## config.mk

```make
export PLATFORM = sky130hd
export DESIGN_NAME = logic_unit_pipe
export DESIGN_NICKNAME = d
export VERILOG_FILES = /design/src/rtl/logic_unit_pipe.sv
export SDC_FILE = /design/constraint.sdc
export NUM_CORES = 1
export LEC_CHECK = 0
export CAP_MARGIN = 20
export CORE_MARGIN = 5
export CORE_UTILIZATION = 48
export CTS_CLUSTER_DIAMETER = 150
export DETAILED_ROUTE_END_ITERATION = 8
export GPL_ROUTABILITY_DRIVEN = 0
export PLACE_DENSITY = 0.83
export SLEW_MARGIN = 30
export SYNTH_ARGS = -nofsm -noshare
export SYNTH_HDL_FRONTEND = slang
export SYNTH_SLANG_ARGS = --single-unit
```

## constraint.sdc

```tcl
create_clock -name clk -period 2.5 [get_ports clk]
set_input_delay 0.5 -clock clk [delete_from_list [all_inputs] [get_ports clk]]
set_output_delay 0.5 -clock clk [all_outputs]
set_load 0.005 [all_outputs]
```

## src/rtl/logic_unit_pipe.sv

```systemverilog
// Registered WIDTH-bit bitwise logic unit with accumulate mode and a single
// valid/ready output stage.
module logic_unit_pipe #(
  parameter int unsigned WIDTH = 4,
  parameter int unsigned CNT_W = 8
) (
  input  logic             clk,
  input  logic             rst,
  input  logic             in_valid,
  output logic             in_ready,
  input  logic [2:0]       in_op,
  input  logic             in_acc,
  input  logic [WIDTH-1:0] in_a,
  input  logic [WIDTH-1:0] in_b,
  output logic             out_valid,
  input  logic             out_ready,
  output logic [WIDTH-1:0] out_result,
  output logic             out_zero,
  output logic             out_parity,
  output logic [CNT_W-1:0] op_count
);

  logic [WIDTH-1:0] acc_q;
  logic [WIDTH-1:0] result_q;
  logic [WIDTH-1:0] result_d;
  logic [WIDTH-1:0] operand_b;
  logic             valid_q;
  logic             zero_q;
  logic             parity_q;
  logic [CNT_W-1:0] count_q;
  logic             accept;

  assign in_ready = !valid_q || out_ready;
  assign accept   = in_valid && in_ready;

  // Accumulator is read pre-update, so chained in_acc ops work at full rate.
  always_comb begin
    operand_b = in_acc ? acc_q : in_b;
    result_d  = '0;
    unique case (in_op)
      3'b000: result_d = ~in_a;
      3'b001: result_d = in_a & operand_b;
      3'b010: result_d = in_a | operand_b;
      3'b011: result_d = in_a ^ operand_b;
      3'b100: result_d = ~(in_a & operand_b);
      3'b101: result_d = ~(in_a | operand_b);
      3'b110: result_d = ~(in_a ^ operand_b);
      3'b111: result_d = in_a;
    endcase
  end

  always_ff @(posedge clk or posedge rst) begin
    if (rst) begin
      valid_q  <= 1'b0;
      result_q <= '0;
      zero_q   <= 1'b1;
      parity_q <= 1'b0;
      acc_q    <= '0;
      count_q  <= '0;
    end else if (accept) begin
      valid_q  <= 1'b1;
      result_q <= result_d;
      zero_q   <= ~|result_d;
      parity_q <= ^result_d;
      acc_q    <= result_d;
      count_q  <= count_q + CNT_W'(1);
    end else if (out_ready) begin
      // Transfer without a new accept: result and flags hold their last value.
      valid_q  <= 1'b0;
    end
  end

  assign out_valid  = valid_q;
  assign out_result = result_q;
  assign out_zero   = zero_q;
  assign out_parity = parity_q;
  assign op_count   = count_q;

endmodule

```

==> metrics.txt, run 1 <==
# TYPE chip_impl_metric gauge
chip_impl_metric{name="placement.io_buffers",unit=""} 31
chip_impl_metric{name="clk_latency_worst_skew_pair",unit="ps"} 280
chip_impl_metric{name="ant_nets",unit=""} 0
chip_impl_info{name="cts_tree",value="done"} 1
chip_impl_metric{name="asyncSetResetFlopFracSynth",unit=""} 1.000
chip_impl_info{name="count_leader_synth",value="nand2_1"} 1
chip_impl_metric{name="pin_count_of_the_biggest_net_entering_global_routing",unit=""} 16
chip_impl_metric{name="cp.arrival",unit="ps"} 2620
chip_impl_metric{name="via_per_inst",unit=""} 5.208
chip_impl_metric{name="setup_violations",unit=""} 0
chip_impl_metric{name="vias_in_the_first_global_route",unit=""} 1014
chip_impl_metric{name="vias_post_dr",unit=""} 1052
chip_impl_metric{name="syn_area",unit="µm²"} 1200
chip_impl_metric{name="slew_headroom",unit=""} 0.6249
chip_impl_metric{name="grt_pass1_wl",unit="mm"} 4.498
chip_impl_metric{name="cts.sink_count",unit=""} 15
chip_impl_info{name="critPathLaunchType",value="input pin"} 1
chip_impl_metric{name="path_clk_slew",unit="ps"} 100
chip_impl_metric{name="drt-pass1-iter-count",unit=""} 4
chip_impl_metric{name="final.setup.tns",unit="ps"} 0
chip_impl_metric{name="critical_path_peak_fanout",unit=""} 4
chip_impl_info{name="rsz0062_at_grt",value="false"} 1
chip_impl_info{name="outcome",value="complete, no violations"} 1
chip_impl_info{name="yosys-top-cells-area",value="dfrtp_1 29%, ha_1 11%, nand2_1 6.9%"} 1
chip_impl_metric{name="numCtsBuffers",unit=""} 3
chip_impl_metric{name="cellLeakagePower",unit="nW"} 0.7600
chip_impl_metric{name="register_area",unit="µm²"} 376.6
chip_impl_metric{name="net_count_after_synthesis",unit=""} 159
chip_impl_metric{name="finalMaxSlewViolations",unit=""} 0
chip_impl_metric{name="synth_enable_flop_cells",unit=""} 0
chip_impl_info{name="worst-setup-path-type",value="in -> reg"} 1
chip_impl_metric{name="power.ir.vdd_worst",unit="mV"} 0.7093
chip_impl_metric{name="gr-usage-met2",unit=""} 0.2886
chip_impl_info{name="endpoint_kind",value="flip-flop"} 1
chip_impl_metric{name="tightest_slew",unit="ps"} 562.0
chip_impl_metric{name="post_synth_num_cell_types",unit=""} 34
chip_impl_metric{name="seq_area_frac_synth",unit=""} 0.3139
chip_impl_metric{name="die_width",unit="µm"} 60.00
chip_impl_info{name="synthDominantAreaCellType",value="dfrtp_1"} 1
chip_impl_metric{name="hold_viol",unit=""} 0
chip_impl_metric{name="routed_wirelength",unit="mm"} 2.799
chip_impl_metric{name="design.die.area",unit="µm²"} 3599
chip_impl_metric{name="met3_capacity_usage_during_global_routing",unit=""} 0.02808
chip_impl_metric{name="post_synth_inst_count",unit=""} 132
chip_impl_metric{name="h_tree_depth",unit=""} 1
chip_impl_metric{name="antenna_violations_before_repair",unit=""} 0
chip_impl_metric{name="synthesis.yosys.warnings",unit=""} 0
chip_impl_metric{name="drt_drc_violations_left",unit=""} 0
chip_impl_metric{name="syn_to_final_growth",unit="%"} 34.20
chip_impl_metric{name="globalRouteOverflowTotal",unit=""} 0
chip_impl_metric{name="fp-row-count",unit=""} 18
chip_impl_metric{name="all_layer_gr_usage",unit=""} 0.1617
chip_impl_info{name="synth_flop_cell",value="dfrtp_1"} 1
chip_impl_metric{name="drt_iter0_drc",unit=""} 24
chip_impl_metric{name="worstPathRequired",unit="ps"} 2710
chip_impl_metric{name="io_pins",unit=""} 32
chip_impl_metric{name="die_y",unit="µm"} 60.00
chip_impl_metric{name="synth_top_cell_area_share",unit=""} 0.2920
chip_impl_metric{name="power.total",unit="mW"} 0.9576
chip_impl_metric{name="portion_of_the_clock_cycle_consumed_by_the_worst_path_in_the_final_layout",unit=""} 0.9654
chip_impl_metric{name="finClkSkew",unit="ps"} 9.947
chip_impl_metric{name="synth-seq-cells",unit=""} 15
chip_impl_metric{name="post_route_cells_drive_above_1_share",unit=""} 0.1686
chip_impl_metric{name="multi_input_comb_area",unit="µm²"} 720.7
chip_impl_metric{name="final_critical_delay_including_setup_and_external_delays",unit="ps"} 2414
chip_impl_metric{name="fill_cells",unit=""} 206
chip_impl_info{name="busiest_layer",value="met2"} 1
chip_impl_metric{name="dpl.hpwl",unit="mm"} 2.262
chip_impl_metric{name="cts.path.max_buffers",unit=""} 2
chip_impl_metric{name="max_clock_freq",unit="MHz"} 414.3
chip_impl_info{name="synth_commonest_cells",value="22 x nand2_1, 14 x dfrtp_1, 12 x inv_1"} 1
chip_impl_metric{name="cellPowerDensity",unit="nW/µm²"} 594.7
chip_impl_metric{name="core_region_area",unit="µm²"} 2432
chip_impl_info{name="min_path_type",value="reg -> reg"} 1
chip_impl_metric{name="grtUsageMet1",unit=""} 0.2079
chip_impl_metric{name="maxCapViolations",unit=""} 0
chip_impl_metric{name="nNetsFinal",unit=""} 200
chip_impl_metric{name="initial_utilization",unit=""} 0.4933
chip_impl_metric{name="antenna_cells",unit=""} 0
chip_impl_metric{name="average_size_of_a_mapped_cell",unit="µm²"} 9.090
chip_impl_info{name="clock-root-buffer",value="clkbuf_4"} 1
chip_impl_metric{name="route.detailed.wl_per_inst",unit="µm"} 13.86
-- metrics by stage --
stage / instance area [µm²] / cells / hold slack [ps] / setup WS, ps / util
after floorplan: 1200 / 132 / 400.8 / 182.5 / -
after global placement: 1580 / 198 / 444.1 / -359.7 / 0.6497
after detailed placement: 1580 / 198 / 447.0 / -504.7 / 0.6497
after CTS: 1607 / 202 / 460.8 / 62.10 / 0.6605
after global routing: 1610 / 202 / 507.6 / 3.736 / 0.6620
final: 1610 / 202 / 460.1 / 86.42 / 0.6620
-- path summary, 6_finish.rpt --
path	start	endpoint	slack [ps]	depth (start not counted)
max	in_acc	out_parity	90	10
min	out_zero	out_zero	460	2
max reg2reg	out_result[2]	out_parity	330	9
min reg2reg	out_zero	out_zero	460	2
max in group asynchronous	rst	op_count[3]	1560	2
min in group asynchronous	rst	out_result[2]	560	2
-- logic make-up (layout without fill, tap and decap cells) --
kind of cell | count (synthesis) | count (layout) | share of synthesized area
muxes | 6 | 6 | 0.05214
AOI/OAI and AO/OA | 27 | 27 | 0.1835
and+or+nand+nor | 45 | 45 | 0.1887
buffers and inverters | 20 | 60 | 0.08862
adders and majority gates | 11 | 11 | 0.1147
DFF | 15 | 15 | 0.3139
xor gates and xnor gates | 8 | 8 | 0.05840
-- layout by cell type (no fill, tap or decap), types with 2 or more instances in the layout --
cell type / count
a221oi_2: 2
nor2_1: 4
a31oi_1: 4
ha_1: 11
clkbuf_4: 3
o221ai_2: 2
nand2b_1: 4
and3_1: 3
clkdlybuf4s50_1: 30
xnor2_1: 8
inv_1: 12
a22o_1: 2
and2_1: 2
o21ai_1: 4
a21oi_1: 4
dfrtp_1: 14
mux2_2: 2
a21o_1: 2
nor2b_1: 2
o2111a_1: 2
buf_4: 12
and2b_1: 2
o21ai_0: 3
mux2i_1: 3
nand2_1: 22
o211ai_2: 2
nand4_1: 3
-- routing by layer --
layer  wire length [µm]  up-vias
li1                   -      531
met1               1201      490
met2               1472       31
met3                126        0
met4                  0        0
met5                  0        -
-- flip-flops by register name, summed over array words and instances, names as in the netlist --
name / flops
op_count: 8
out_parity: 1
out_result: 4
out_valid: 1
out_zero: 1
-- final cells by class --
| class | instances | share of cell area |
|---|---|---|
| multi-input combinational | 97 | 0.4476 |
| tap | 30 | 0.02331 |
| clock inverter | 1 | 0.003108 |
| clock buffer | 3 | 0.01399 |
| inverter | 13 | 0.03030 |
| timing repair buffer | 43 | 0.2479 |
| sequential | 15 | 0.2339 |
-- worst max-delay path: stages --
cell and delay, ps:
dlygate4sd2_1 360, mux2i_2 280, ha_1 280, nor2b_1 140
o21ai_1 90, a221oi_2 340, a21o_1 130, ha_1 230
xnor2_1 120, o21ai_0 150
-- where the power goes --
| part | internal [mW] | switching, mW | leakage [nW] |
|---|---|---|---|
| Combinational | 0.263 | 0.170 | 0.557 |
| Sequential | 0.311 | 0.0761 | 0.185 |
| Clock | 0.0594 | 0.0785 | 0.0177 |
-- repair_timing --
action / 4_1_cts / 5_1_grt
endpoints found under the setup margin: 1 / 1
hold endpoints to repair: 0 / 0
resized for setup: 1 / 1
hold buffers: 0 / 0
setup buffers: 0 / 0
Note: power is estimated with default switching activity, not from simulation.
==> inputs of run 2 (changes only) <==
CORE_UTILIZATION = 52   (was 48)
DONT_BUFFER_PORTS = 1   (was unset)
PLACE_DENSITY = 0.71   (was 0.83)
==> metrics.txt, run 2 (synthesis gave the netlist of run 1 again) <==
# TYPE chip_impl_metric gauge
chip_impl_metric{name="detailed_place.area",unit="µm²"} 1177
chip_impl_metric{name="cellLeakagePower",unit="nW"} 0.5807
chip_impl_info{name="timing.rr.end",value="out_parity"} 1
chip_impl_metric{name="path_clk_slew",unit="ps"} 80
chip_impl_metric{name="drt_drc_violations_left",unit=""} 0
chip_impl_metric{name="globalRouteOverflowTotal",unit=""} 0
chip_impl_metric{name="placed_cells",unit=""} 153
chip_impl_metric{name="max_reg_flops",unit=""} 8
chip_impl_metric{name="vias_in_the_first_global_route",unit=""} 888
chip_impl_metric{name="die_width",unit="µm"} 58.04
chip_impl_info{name="final_cell_mix",value="22 x nand2_1, 14 x dfrtp_1, 12 x inv_1, 11 x ha_1, 8 x xnor2_1"} 1
chip_impl_metric{name="placement.io_buffers",unit=""} 0
chip_impl_metric{name="post_cts_resize_count",unit=""} 0
chip_impl_metric{name="final_design_area_no_fill",unit="µm²"} 1204
chip_impl_metric{name="rrSetupSlack",unit="ps"} 280
chip_impl_metric{name="grt_pass1_wl",unit="mm"} 4.002
chip_impl_metric{name="cts_post_setup_buffers_inserted",unit=""} 0
chip_impl_metric{name="worstPathRequired",unit="ps"} 2640
chip_impl_metric{name="finClkSkew",unit="ps"} 1.262
chip_impl_metric{name="fp-row-count",unit=""} 17
chip_impl_info{name="worst-setup-path-type",value="reg -> reg"} 1
chip_impl_metric{name="critical_path_buf_inv_count",unit=""} 0
chip_impl_metric{name="max_clock_freq",unit="MHz"} 449.6
chip_impl_metric{name="via_per_inst",unit=""} 5.771
chip_impl_metric{name="postCtsHoldBufs",unit=""} 0
chip_impl_metric{name="core_region_area",unit="µm²"} 2212
chip_impl_metric{name="maxCapViolations",unit=""} 0
chip_impl_metric{name="drt_iter0_drc",unit=""} 31
chip_impl_info{name="cpMaxStageDelayCell",value="dfrtp_1"} 1
chip_impl_info{name="worst_setup_path_endpoint",value="out_parity"} 1
chip_impl_metric{name="final.setup.tns",unit="ps"} 0
chip_impl_info{name="layout.cells.most_common",value="nand2_1"} 1
chip_impl_metric{name="nNetsFinal",unit=""} 157
chip_impl_info{name="cts_tree",value="done"} 1
chip_impl_metric{name="all_layer_gr_usage",unit=""} 0.1512
chip_impl_metric{name="critical_path_peak_fanout",unit=""} 3
chip_impl_metric{name="path_depth",unit=""} 9
chip_impl_metric{name="numCtsBuffers",unit=""} 3
chip_impl_metric{name="cts.path.max_buffers",unit=""} 2
chip_impl_metric{name="dpl.hpwl",unit="mm"} 1.941
chip_impl_info{name="critPathTopFamily",value="compound AO/OA/AOI/OAI gates"} 1
chip_impl_metric{name="vias_post_dr",unit=""} 906
chip_impl_metric{name="setup_violations",unit=""} 0
chip_impl_metric{name="cts.sink_count",unit=""} 15
chip_impl_metric{name="post_route_cells_drive_above_1_share",unit=""} 0.1163
chip_impl_metric{name="worst_slack",unit="ps"} 275.6
chip_impl_metric{name="hold_viol",unit=""} 0
chip_impl_metric{name="antenna_violations_before_repair",unit=""} 0
chip_impl_metric{name="clk_latency_worst_skew_pair",unit="ps"} 270
chip_impl_info{name="clock-root-buffer",value="clkbuf_4"} 1
chip_impl_info{name="critPathLaunchType",value="flip-flop"} 1
chip_impl_info{name="crit_start",value="out_result[1]"} 1
chip_impl_metric{name="drt-pass1-iter-count",unit=""} 4
chip_impl_metric{name="worst_r2r_path_depth",unit=""} 9
chip_impl_metric{name="final_critical_delay_including_setup_and_external_delays",unit="ps"} 2224
chip_impl_metric{name="power.total",unit="mW"} 0.7575
chip_impl_metric{name="io_pins",unit=""} 32
chip_impl_info{name="cp_common_cell",value="ha_1"} 1
chip_impl_info{name="worstPathCellList",value="mux2i_1 > ha_1 > nor2b_1 > o21ai_1 > a221oi_2 > a21o_1 > ha_1 > xnor2_1 > o21ai_0"} 1
chip_impl_info{name="outcome",value="complete, no violations"} 1
chip_impl_metric{name="ant_nets",unit=""} 0
chip_impl_metric{name="slowest_delay",unit="ps"} 420
chip_impl_info{name="min_path_type",value="in -> async"} 1
chip_impl_info{name="rsz0062_at_grt",value="false"} 1
chip_impl_metric{name="tightest_slew",unit="ps"} 565.4
chip_impl_metric{name="layoutNonFillerInstCount",unit=""} 157
chip_impl_metric{name="finalMaxSlewViolations",unit=""} 0
chip_impl_metric{name="slew_headroom",unit=""} 0.6226
chip_impl_metric{name="routed_wirelength",unit="mm"} 2.445
chip_impl_metric{name="antenna_cells",unit=""} 0
chip_impl_metric{name="cp.arrival",unit="ps"} 2370
chip_impl_metric{name="design.die.area",unit="µm²"} 3368
chip_impl_metric{name="syn_to_final_growth",unit="%"} 0.3124
chip_impl_metric{name="route.detailed.wl_per_inst",unit="µm"} 15.57
chip_impl_metric{name="initial_utilization",unit=""} 0.5424
chip_impl_metric{name="die_y",unit="µm"} 58.04
chip_impl_metric{name="power.ir.vdd_worst",unit="mV"} 0.4594
chip_impl_info{name="crit-reg2reg-launch",value="out_result[1]"} 1
chip_impl_metric{name="setup_ws_pre_cts",unit="ps"} 164.7
chip_impl_metric{name="final_core_util",unit=""} 0.5441
chip_impl_metric{name="pin_count_of_the_biggest_net_entering_global_routing",unit=""} 24
chip_impl_metric{name="h_tree_depth",unit=""} 1
chip_impl_metric{name="cellPowerDensity",unit="nW/µm²"} 629.3
chip_impl_info{name="endpoint_kind",value="flip-flop"} 1
chip_impl_metric{name="worst_hold_slack",unit="ps"} 156.6
chip_impl_metric{name="portion_of_the_clock_cycle_consumed_by_the_worst_path_in_the_final_layout",unit=""} 0.8898
[run 2: area by class of cell]
type                    count  area (µm²)
inverters                  13       48.80
clock buffers               4       26.28
well taps                  28       35.03
fillers                   210        1008
flip-flops and latches     15       376.6
multi-input cells          97       716.9
[run 2: how the worst min path moves through the flow]
stage             endpoint  slack (ps)     start
4_1_cts          out_valid         170       rst
3_3_place_gp      out_zero         460  out_zero
2_1_floorplan  op_count[0]         400       rst
5_1_grt        op_count[1]         210       rst
3_5_place_dp     out_valid         470       rst
6_report       op_count[1]         160       rst
[run 2: layer usage]
layer  global-route usage  vias to the layer above  wire length [µm]
met4                    0                        0                 0
li1                     -                      446                 -
met1               0.1850                      432              1016
met3              0.06682                        0               221
met5                    0                        -                 0
met2               0.2613                       28              1208
[run 2: worst register-to-register path: stages, from the launching register on]
cell      delay (ps)
dfrtp_1          420
mux2i_1          250
ha_1             290
nor2b_1          110
o21ai_1           90
a221oi_2         320
a21o_1           130
ha_1             230
xnor2_1          160
o21ai_0          100
[run 2: where the power goes]
group | switching, mW | internal [mW] | total [mW]
combinational | 0.109 | 0.117 | 0.226
clock | 0.0709 | 0.0619 | 0.133
sequential | 0.0871 | 0.311 | 0.398
